### src/rtl/cpu_trace.sv
// On-chip trace buffer for the stack CPU writeback stage: circular capture with
// programmable post-trigger depth, then oldest-first valid/ready readout.
module cpu_trace #(
    parameter int DEPTH      = 16,
    parameter int TSW        = 16,
    parameter bit SKIP_STALL = 1'b1,
    localparam int AW        = $clog2(DEPTH),
    localparam int REC_W     = TSW + 70
) (
    input  logic             clk,
    input  logic             rst,
    input  logic             kill_4a,
    input  logic             stall_2a,
    input  logic [31:0]      pc_4a,
    input  logic             st__push_5a,
    input  logic [34:0]      st__to_push_5a,
    input  logic             arm,
    input  logic [1:0]       trig_mode,
    input  logic [31:0]      trig_pc,
    input  logic             trig_force,
    input  logic [AW-1:0]    post_cnt,
    output logic [1:0]       state,
    output logic             rd_valid,
    output logic [REC_W-1:0] rd_data,
    output logic             rd_last,
    input  logic             rd_ready
);

    typedef enum logic [1:0] {IDLE, ARMED, POST, DONE} state_e;

    typedef struct packed {
        logic [TSW-1:0] ts;
        logic           kill;
        logic           stall;
        logic           push;
        logic [31:0]    pc;
        logic [34:0]    to_push;
    } rec_t;

    localparam logic [AW:0] FULL = (AW+1)'(DEPTH);

    state_e         st;
    logic [TSW-1:0] ts;
    logic [AW-1:0]  wr_ptr, rd_ptr, rd_start, post_rem;
    logic [AW:0]    fill, rd_rem;
    rec_t           mem [DEPTH];
    rec_t           wr_rec;
    logic           recordable, we, hit;

    assign state      = st;
    assign recordable = (st == ARMED || st == POST) && !(SKIP_STALL && stall_2a);
    // arm takes priority: the arming cycle itself is never captured
    assign we         = recordable && !arm;
    assign hit        = trig_force || (trig_mode[0] && pc_4a == trig_pc) || (trig_mode[1] && kill_4a);
    assign wr_rec     = {ts, kill_4a, stall_2a, st__push_5a, pc_4a, st__to_push_5a};
    assign rd_start   = wr_ptr - fill[AW-1:0];

    always_ff @(posedge clk) begin
        if (we) mem[wr_ptr] <= wr_rec;
    end

    always_ff @(posedge clk or posedge rst) begin
        if (rst) begin
            st       <= IDLE;
            ts       <= '0;
            wr_ptr   <= '0;
            rd_ptr   <= '0;
            fill     <= '0;
            rd_rem   <= '0;
            post_rem <= '0;
            rd_valid <= 1'b0;
            rd_data  <= '0;
            rd_last  <= 1'b0;
        end else begin
            ts <= ts + TSW'(1);
            if (arm) begin
                st       <= ARMED;
                wr_ptr   <= '0;
                fill     <= '0;
                post_rem <= post_cnt;
                rd_valid <= 1'b0;
                rd_last  <= 1'b0;
            end else begin
                if (we) begin
                    wr_ptr <= wr_ptr + AW'(1);
                    if (fill != FULL) fill <= fill + (AW+1)'(1);
                end
                case (st)
                    ARMED: if (we && hit) st <= (post_rem == '0) ? DONE : POST;
                    POST: if (we) begin
                        post_rem <= post_rem - AW'(1);
                        if (post_rem == AW'(1)) st <= DONE;
                    end
                    DONE: begin
                        // first DONE cycle prefetches the oldest record
                        if (!rd_valid) begin
                            rd_data  <= mem[rd_start];
                            rd_ptr   <= rd_start + AW'(1);
                            rd_rem   <= fill - (AW+1)'(1);
                            rd_last  <= (fill == (AW+1)'(1));
                            rd_valid <= 1'b1;
                        end else if (rd_ready) begin
                            if (rd_last) begin
                                st       <= IDLE;
                                rd_valid <= 1'b0;
                                rd_last  <= 1'b0;
                            end else begin
                                rd_data <= mem[rd_ptr];
                                rd_ptr  <= rd_ptr + AW'(1);
                                rd_rem  <= rd_rem - (AW+1)'(1);
                                rd_last <= (rd_rem == (AW+1)'(1));
                            end
                        end
                    end
                    default: ;
                endcase
            end
        end
    end

endmodule
### config.mk
export PLATFORM = sky130hd
export DESIGN_NAME = cpu_trace
export DESIGN_NICKNAME = d
export VERILOG_FILES = /design/src/rtl/cpu_trace.sv
export SDC_FILE = /design/constraint.sdc
export NUM_CORES = 2
export LEC_CHECK = 0
export ABC_CLOCK_PERIOD_IN_PS = 9700
export CAP_MARGIN = 20
export CORE_MARGIN = 2
export CORE_UTILIZATION = 60
export CTS_BUF_LIST = sky130_fd_sc_hd__clkbuf_8
export CTS_CLUSTER_SIZE = 30
export DETAILED_ROUTE_END_ITERATION = 16
export PLACE_DENSITY = 0.78
export SLEW_MARGIN = 5
export SYNTH_ARGS = -nofsm -noshare
export SYNTH_HDL_FRONTEND = slang
export SYNTH_SLANG_ARGS = --single-unit
### constraint.sdc
create_clock -name clk -period 9.7 [get_ports clk]
set_input_delay 1.94 -clock clk [delete_from_list [all_inputs] [get_ports clk]]
set_output_delay 1.94 -clock clk [all_outputs]
set_load 0.1 [all_outputs]
==> metrics <==
Post-Syn Area 69,900 µm²; area grow syn2layout 11.7%; Cell Pwr Density 324 nW/µm²; Seq/Total Area, Yosys 63.7%; vias in the first global route 43,300; Crit path largest cell delay 0.82 ns; yosys warns 0; WL final 187 mm; Hold Crit Class flip-flop to flip-flop; Critical-path top delay cell buf_4; Setup Total Neg Slack 0 ns; Resized Gates After CTS 0; critical path type input port to flip-flop; first-pass GRT wire length 277 mm; Async SR Flop Fraction between 8 and 9%; Slew headroom 21.3%; Final Hold Viols 0; clock slew at reported path FFs 0.06 ns; clk sink count ~1,500; worst endpoint required time slightly above 10 ns; CP arrival 5.59 ns; Worst Max-Slew Pin Slew between 1 and 1.5 ns; hold_buf cts 0; DRC Markers 0; row count 125; post-synth cell types 49; CP max FO 48; Final Critical Period around 5 ns; initial antenna violation count 10; syn_nets about 4,200; clock latency at the later pin of the worst-skew pair 0.93 ns; htree depth 4; Max clock buf depth 3; Root Driver clkbuf_8; remaining antenna violation count after routing 0; detailed placement HPWL 97.7 mm; setup violation total in the final timing report 0; crit-path cells clkdlybuf4s50_1 -> or2_2 -> nor2_1 -> nand2_1 -> nor2_4 -> buf_4 -> buf_4; Yosys reg bits 1,504; EDFF count, synth between 1,000 and 1,500; total power approximately 25,000 µW; Die Ht 345 µm; most common library cell in the layout ignoring fill and taps edfxtp_1; largest net degree at the start of global routing 177; Via density 7.00; TritonRoute pass-1 iters 6; fin area 78,100 µm²; Peak VDD IR 0.478 mV; pre-CTS setup slack between 3 and 4 ns; ys flop type edfxtp_1; CORE AREA 116,000 µm²; Avg Inst Size Synth 17.2 µm²; Die ar. roughly 120,000 µm²; Hold Slack approximately 0.51 ns; share of cells above drive strength 1 34.6%; fin crit share around 52%; PnR worst setup slack 4.62 ns; Chip Width 345 µm; TritonCTS Buffers around 230; post-DR wirelength/cell ~31 µm; initial DRC count 5,608; static leakage 0.0255 µW; Max Slew Vio Count 0; Initial Utilization a little over 60%; vias post-DR between 40,000 and 50,000; IO buf count 202; CTS tree built; crit path launch type input port; Final Skew 0.0486 ns; crit end category flip-flop; I/O pin cnt slightly above 200; max-cap violation count 0; Post-CTS Setup Repair Bufs 0; commonest non-fill, non-tap cells in the layout edfxtp_1, mux2_2, mux4_2; Overflow after GRT 0; routability cong. between 0.8 and 0.9; most frequent CP cell buf_4; Nets 4,403; status complete, no violations; RSZ-0062 raised after global routing false; Cells after Synth 4,076; GRT Resource Usage Total 31.2%; maximum clock rate just under 200 MHz; placed cell area around 73,000 µm²
report_power, final:
part           total (µW)  internal, µW  switching [µW]
registers            7860          7400             455
logic               12100          5150            6990
clock network        5350          2800            2550
final timing paths:
kind / start / to / slack, ns / cells past startpoint
setup reg to reg: wr_ptr[0] / rd_data[44] / 4.87 / 10
hold reg to reg: rd_data[42] / rd_data[42] / 0.51 / 2
setup / recovery: stall_2a / mem[12][14] / 4.62 / 7
max in group asynchronous: rst / rd_data[1] / 6.74 / 3
hold / removal: rd_data[42] / rd_data[42] / 0.51 / 2
min in group asynchronous: rst / rd_rem[4] / 1.59 / 2
per-layer routing:
layer	part of all wire, %	vias to the layer above	global-route usage, %
met1	38	21500	43.4
met5	0.022	-	0
met4	3.2	6	11.8
li1	-	17300	-
met3	11	463	6.17
met2	48	2849	49.6
state kept, by name, summed over array words and instances, names as in the netlist:
register / count
post_rem: 4
rd_data: 86
rd_valid: 1
fill: 5
rd_rem: 5
state: 2
rd_ptr: 4
rd_last: 1
mem: 1376
ts: 16
wr_ptr: 4
critical path: cells and delay by family:
family,cells,cell delay (ns)
buffers and inverters,3,2.17
and+or+nand+nor,4,1.40
kinds of logic after synthesis:
family          Yosys count  synth area share [%]
flops                  1504                  63.7
fa+ha+maj                22                 0.404
buf+inv                 331                  2.12
compound gates          561                  5.00
xor+xnor                 62                 0.776
simple gates            476                  3.07
mux                    1120                  25.0
stage by stage:
stage | std cells | util (%)
after floorplan | 4076 | -
after global placement | 5554 | 63.2
after detailed placement | 5554 | 63.2
after CTS | 6001 | 67.4
after global routing | 6008 | 67.4
final | 6008 | 67.4
cell type report:
| cell class | count | area [µm²] |
|---|---|---|
| antenna | 5 | 12.5 |
| clock buffer | 260 | 3580 |
| clock inverter | 187 | 1190 |
| fill | 7523 | 37800 |
| inverter | 16 | 67.6 |
| multi-input combinational | 2241 | 24100 |
| sequential | 1504 | 44500 |
| tap | 1524 | 1910 |
| timing repair buffer | 271 | 2720 |
synthesized netlist by cell type (2+ instances only):
cell type  number  area, µm²
xnor2_1        48        420
dfrtp_1       128       3200
o21ai_1         3       15.0
mux4_2        430       9680
inv_1          15       56.3
nor3_1         12       60.1
or2_2           2       12.5
buf_1          32        120
mux2_1          5       56.3
nand2_1       203        762
a21oi_1        98        490
buf_4           3       22.5
nor2_1        121        454
nand2b_1        6       37.5
edfxtp_1     1376      41300
ha_1           21        263
buf_2         131        656
and2_1          2       12.5
nand4_1        13       81.3
mux2_2        684       7700
nand3_1        15       75.1
nor4b_1         2       17.5
nor4_1         88        551
buf_6           9        101
nor2b_1         4       25.0
clkbuf_1      140        526
o211ai_1       86        646
and3_1          4       25.0
xor2_1         14        123
o22ai_1       345       2160
o21ai_0        17       85.1
o21a_1          2       15.0
Note: power is estimated with default switching activity, not from simulation.
